File: config.mk
export PLATFORM = sky130hd
export DESIGN_NAME = vote_collector
export DESIGN_NICKNAME = d
export VERILOG_FILES = /design/src/rtl/vote_collector.sv
export SDC_FILE = /design/constraint.sdc
export NUM_CORES = 1
export LEC_CHECK = 0
export BUFFER_PORTS_ARGS = -buffer_cell sky130_fd_sc_hd__buf_2
export CORE_MARGIN = 2
export CORE_UTILIZATION = 45
export CTS_CLUSTER_DIAMETER = 50
export DETAILED_ROUTE_END_ITERATION = 12
export PLACE_DENSITY = 0.71
export SYNTH_ARGS = -nofsm -noshare
export SYNTH_HDL_FRONTEND = slang
export SYNTH_SLANG_ARGS = --single-unit
export TNS_END_PERCENT = 20
File: constraint.sdc
create_clock -name clk -period 1.7 [get_ports clk]
set_input_delay 0 -clock clk [delete_from_list [all_inputs] [get_ports clk]]
set_output_delay 0 -clock clk [all_outputs]
set_load 0.02 [all_outputs]
File: src/rtl/vote_collector.sv
// Assembles LANES_PER_BEAT-wide predicate/active beats into one full-warp vote request.
// Latency 1 cycle after the final beat; in_ready drops only while a held request is back-pressured.
// Optional macro VOTE_COLLECT_PERF_EN adds perf_issued / perf_errors counters.
package pkg_opengpu;
    localparam int WARP_SIZE = 32;
    typedef enum logic [1:0] {
        VOTE_ALL = 2'd0,
        VOTE_ANY = 2'd1,
        VOTE_UNI = 2'd2,
        VOTE_BAL = 2'd3
    } vote_op_t;
endpackage

module vote_collector
    import pkg_opengpu::vote_op_t;
#(
    parameter int WARP_SIZE      = pkg_opengpu::WARP_SIZE,
    parameter int LANES_PER_BEAT = 8,
    parameter int WARP_ID_WIDTH  = 5,
    parameter int REG_ADDR_WIDTH = 5
) (
    input  logic                      clk,
    input  logic                      rst,
    input  logic                      flush,
    input  logic                      in_valid,
    output logic                      in_ready,
    input  logic                      in_first,
    input  logic [LANES_PER_BEAT-1:0] in_pred,
    input  logic [LANES_PER_BEAT-1:0] in_mask,
    input  vote_op_t                  in_vote_op,
    input  logic [WARP_ID_WIDTH-1:0]  in_warp_id,
    input  logic [REG_ADDR_WIDTH-1:0] in_rd,
    output logic                      out_valid,
    input  logic                      out_ready,
    output logic [WARP_SIZE-1:0]      out_predicate,
    output logic [WARP_SIZE-1:0]      out_active_mask,
    output vote_op_t                  out_vote_op,
    output logic [WARP_ID_WIDTH-1:0]  out_warp_id,
    output logic [REG_ADDR_WIDTH-1:0] out_rd,
    output logic                      proto_err
`ifdef VOTE_COLLECT_PERF_EN
    ,
    output logic [31:0]               perf_issued,
    output logic [31:0]               perf_errors
`endif
);
    localparam int NUM_BEATS = WARP_SIZE / LANES_PER_BEAT;
    localparam int CNT_W     = (NUM_BEATS > 1) ? $clog2(NUM_BEATS) : 1;

    if (LANES_PER_BEAT <= 0 || (WARP_SIZE % LANES_PER_BEAT) != 0) begin : g_bad_cfg
        $error("vote_collector: LANES_PER_BEAT must divide WARP_SIZE");
    end

    typedef enum logic [1:0] {S_IDLE, S_COLLECT, S_HOLD} state_t;

    state_t                    state_q, state_d;
    logic [CNT_W-1:0]          cnt_q, cnt_d;
    logic [WARP_SIZE-1:0]      pred_q, pred_d, mask_q, mask_d;
    vote_op_t                  op_q, op_d;
    logic [WARP_ID_WIDTH-1:0]  warp_q, warp_d;
    logic [REG_ADDR_WIDTH-1:0] rd_q, rd_d;
    logic                      err_q, err_d;
    logic                      accept, start, write_beat;

    assign accept = in_valid && in_ready && !flush;

    always_ff @(posedge clk) begin
        if (rst) begin
            state_q <= S_IDLE;
            cnt_q   <= '0;
            err_q   <= 1'b0;
        end else begin
            state_q <= state_d;
            cnt_q   <= cnt_d;
            err_q   <= err_d;
        end
    end

    // A first beat in any state starts a new instruction; a stray beat is dropped and flagged.
    always_comb begin
        state_d    = state_q;
        cnt_d      = cnt_q;
        err_d      = 1'b0;
        start      = 1'b0;
        write_beat = 1'b0;
        if (flush) begin
            state_d = S_IDLE;
            cnt_d   = '0;
        end else begin
            unique case (state_q)
                S_IDLE: begin
                    if (accept) begin
                        if (in_first) start = 1'b1;
                        else          err_d = 1'b1;
                    end
                end
                S_COLLECT: begin
                    if (accept) begin
                        if (in_first) begin
                            start = 1'b1;
                            err_d = 1'b1;
                        end else begin
                            write_beat = 1'b1;
                            if (cnt_q == CNT_W'(NUM_BEATS - 1)) begin
                                state_d = S_HOLD;
                                cnt_d   = '0;
                            end else begin
                                cnt_d = cnt_q + 1'b1;
                            end
                        end
                    end
                end
                S_HOLD: begin
                    if (out_ready) state_d = S_IDLE;
                    if (accept) begin
                        if (in_first) start = 1'b1;
                        else          err_d = 1'b1;
                    end
                end
                default: state_d = S_IDLE;
            endcase
            if (start) begin
                if (NUM_BEATS == 1) begin
                    state_d = S_HOLD;
                    cnt_d   = '0;
                end else begin
                    state_d = S_COLLECT;
                    cnt_d   = CNT_W'(1);
                end
            end
        end
    end

    always_comb begin
        in_ready  = (state_q != S_HOLD) || out_ready;
        out_valid = (state_q == S_HOLD);
        proto_err = err_q;
    end

    // Beat 0 clears the stale lanes of the previous instruction.
    always_comb begin
        pred_d = pred_q;
        mask_d = mask_q;
        op_d   = op_q;
        warp_d = warp_q;
        rd_d   = rd_q;
        if (start) begin
            pred_d                       = '0;
            mask_d                       = '0;
            pred_d[LANES_PER_BEAT-1:0]   = in_pred;
            mask_d[LANES_PER_BEAT-1:0]   = in_mask;
            op_d                         = in_vote_op;
            warp_d                       = in_warp_id;
            rd_d                         = in_rd;
        end else if (write_beat) begin
            for (int b = 0; b < NUM_BEATS; b++) begin
                if (cnt_q == CNT_W'(b)) begin
                    pred_d[b*LANES_PER_BEAT +: LANES_PER_BEAT] = in_pred;
                    mask_d[b*LANES_PER_BEAT +: LANES_PER_BEAT] = in_mask;
                end
            end
        end
    end

    always_ff @(posedge clk) begin
        if (rst) begin
            pred_q <= '0;
            mask_q <= '0;
            op_q   <= pkg_opengpu::VOTE_ALL;
            warp_q <= '0;
            rd_q   <= '0;
        end else begin
            pred_q <= pred_d;
            mask_q <= mask_d;
            op_q   <= op_d;
            warp_q <= warp_d;
            rd_q   <= rd_d;
        end
    end

    assign out_predicate   = pred_q;
    assign out_active_mask = mask_q;
    assign out_vote_op     = op_q;
    assign out_warp_id     = warp_q;
    assign out_rd          = rd_q;

`ifdef VOTE_COLLECT_PERF_EN
    logic [31:0] perf_issued_q, perf_errors_q;

    // Survive flush so software sees lifetime totals.
    always_ff @(posedge clk) begin
        if (rst) begin
            perf_issued_q <= '0;
            perf_errors_q <= '0;
        end else begin
            if (out_valid && out_ready) perf_issued_q <= perf_issued_q + 32'd1;
            if (err_q)                  perf_errors_q <= perf_errors_q + 32'd1;
        end
    end

    assign perf_issued = perf_issued_q;
    assign perf_errors = perf_errors_q;
`endif

endmodule

==> key figures <==
Outcome
  • Outcome: completed

Pwr
  • Logic pwr share: 0.088
  • Net Sw Power: 0.000895 W
  • Total power draw: roughly 0.0037 W
  • Flop pwr share: 0.528
  • Leakage power: 2.29 nW
  • Net Sw Frac: 0.244
  • PwrDens: 828 nW/µm²
  • VDD IR max: 442 µV
  • Internal power of the cells: roughly 0.0028 W
  • Clk pwr share: 0.384

Placement
  • Post-DP HPWL: 4970 µm
  • Dpl ws: -0.000915 ns
  • Port Buffer Count: 112
  • Final GP Congestion: about 0.78

Global route
  • Largest net degree at the start of global routing: 29
  • Gr usage total: 0.188
  • Global-route wire length before repair: between 10000 and 15000 µm
  • GR Overflow Total: 0
  • Initial antenna violation count: 0
  • Vias in the first global route: 2499

STA
  • Max_slew headroom: 0.764
  • Min cycle time layout: between 1.5 and 2 ns
  • Max Transition Viols Final: 0
  • RSZ-0062 raised after global routing: no
  • Hold Vio Cnt, Final: 0
  • Worst slew pin tran: ~0.35 ns
  • Final setup fails: 0
  • Tcrit/Tclk final: 0.939
  • Clk_skew: around 0.0084 ns
  • WHS: 0.0525 ns
  • Final setup margin: 0.103 ns
  • Fmax achieved: between 0.6 and 0.7 GHz
  • Setup TNS: 0 ns

Min path
  • HP Class: in -> reg
  • Hold Crit Start: out_ready

Floorplanning
  • IO Pins: between 100 and 150
  • DIE HEIGHT: between 80 and 90 µm
  • Die width: 88.8 µm
  • Row count: 30
  • Core Area: slightly below 7000 µm²
  • Die area: just under 8000 µm²
  • Starting Density: 0.471

Yosys
  • Mapped Area: about 3200 µm²
  • Cell variety after synth: 31
  • Ys async rst share: 0
  • Cells after synthesis: 298
  • Yosys warnings: 0
  • Syn Area/Cell: 10.9 µm²
  • #FFs+latches synth: 81
  • Number of synthesized flops with an enable pin: 0
  • Register area share after synthesis: 0.501
  • Ys flop type: dfxtp_1
  • Syn nets: approximately 340

Routing
  • DR WL met3: about 380 µm
  • Top routing layer in use: met4
  • DRT iter0 DRCs: 54
  • Final WL: between 7000 and 8000 µm
  • DRC violation count after routing: 0
  • Drt first pass iters: 4
  • Routed Antenna Nets: 0
  • WL/cell: ~14 µm
  • Metal-1 WL: 3390 µm
  • Vias per cell: 4.71
  • Via count: 2589
  • WL met2: 3540 µm

Clock network
  • Clock buffer depth: 2
  • Clock root buffer: clkbuf_8
  • CTS Buf Count: 9
  • CTS tree: built
  • H-tree level count: 3
  • CTS Sinks: 81
  • Later-pin clock latency in the skew report: 0.34 ns
  • Clk pin slew, worst setup/hold paths: 0.08 ns

Final layout
  • Share of cells above drive strength 1: 0.337
  • Footprint of the multi-input gates: 1470 µm²
  • Most common cell after layout, fill and taps aside: buf_2
  • Final nets: approximately 490
  • Most frequent cells in the layout: buf_2 (112), dfxtp_1 (81), mux2i_1 (77), nor2_1 (59), nand2b_1 (34)
  • Register area: between 1500 and 2000 µm²
  • P&R area growth vs syn: 36.9%
  • Antenna cells: 0
  • Filler cell count: 581

Worst setup path
  • WP buf/inv: 1
  • Worst setup SP type: flip-flop
  • Reg2reg start: state_q[0]$_SDFFE_PP0P_
  • Worst EP arrival: 1.82 ns
  • Ordered cell list for the critical path: nor2b_2 > buf_4 > nand3_4 > a2111oi_0
  • Critical path class: reg -> reg
  • Worst Path Required: between 1.5 and 2 ns
  • Worst Setup SP: state_q[0]$_SDFFE_PP0P_
  • Slowest-stage cell, CP: a2111oi_0
  • Top Family by Delay on Critical Path: simple AND/OR/NAND/NOR gates
  • CP endpoint kind: flip-flop
  • CP max stage delay: 0.44 ns
  • Crit-path max FO: 8

Job
  • Max-Cap Viols: 0
==> Yosys cell counts, types with 2 or more instances <==
library cell	n	share of area
and4bb_2	2	0.0077
buf_2	2	0.0031
buf_4	4	0.0093
buf_6	5	0.017
clkbuf_1	5	0.0058
dfxtp_1	81	0.50
ha_1	4	0.015
inv_1	2	0.0023
mux2i_1	77	0.24
nand2_1	2	0.0023
nand2b_1	34	0.066
nor2_1	59	0.068
nor2b_1	2	0.0039
nor3_1	2	0.0031
==> registers in the layout (all words and copies together) (netlist names) <==
signal and flops:
cnt_q 2, out_active_mask 32, out_predicate 32, out_rd 5
out_vote_op 2, out_warp_id 5, proto_err 1, state_q 2
==> cells by family (layout without fill, tap and decap cells) <==
logic type               Yosys count  after routing  share of synthesized area
AND/OR/NAND/NOR                  110            110                      0.178
flip-flops                        81             81                      0.501
buffers and inverters             19            175                     0.0441
adder cells (fa/ha/maj)            4              4                     0.0155
AO/OA/AOI/OAI                      6              6                     0.0205
multiplexers                      77             77                      0.238
XOR/XNOR                           1              1                    0.00271
==> what timing repair did <==
item / 4_1_cts / 5_1_grt
endpoints found under the hold margin: 81 / 0
pin swaps: 0 / 1
setup buffers: 0 / 3
setup endpoints to repair: 3 / 44
hold buffers: 30 / 0
resized for setup: 1 / 1
==> area by class of cell <==
type | instances | area share
multi-input cells | 198 | 0.333
clock buffers | 9 | 0.0280
repair buffers | 157 | 0.226
well taps | 96 | 0.0271
clock inverters | 7 | 0.0178
flip-flops and latches | 81 | 0.366
inverters | 2 | 0.00170
==> power groups by stage <==
stage | combinational [W] | sequential (W) | clock [W]
global placement | 0.000260 | 0.00198 | 0
finish | 0.000323 | 0.00193 | 0.00141
CTS | 0.000317 | 0.00193 | 0.00145
global route | 0.000351 | 0.00194 | 0.00152
floorplan | 0.000128 | 0.00201 | 0
detailed placement | 0.000264 | 0.00198 | 0
==> final timing paths <==
check                                   to  cells after the start  slack (ns)
max                state_q[1]$_SDFFE_PP0P_                      4        0.10
min                state_q[1]$_SDFFE_PP0P_                      3        0.05
max reg2reg        state_q[1]$_SDFFE_PP0P_                      4        0.10
min reg2reg  out_predicate[7]$_SDFFE_PP0P_                      2        0.48
==> layer usage <==
metal	GRT usage	vias up
met2	0.313	71
met3	0.0373	11
met4	0.0840	0
met1	0.235	1209
li1	-	1298
met5	0	-
==> worst min-delay path, delay by kind of cell <==
family / cells / cell delay [ns]
compound gates: 1 / 0.10
buf+inv: 1 / 0.09
simple gates: 1 / 0.14
==> per-stage QoR <==
step	util	cells	instance area (µm²)
final	0.644	550	4430
after global routing	0.644	550	4430
after CTS	0.639	547	4390
after detailed placement	0.565	501	3880
after global placement	0.565	501	3880
after floorplan	-	298	3230
No activity file was read; power rests on OpenSTA's default activity.
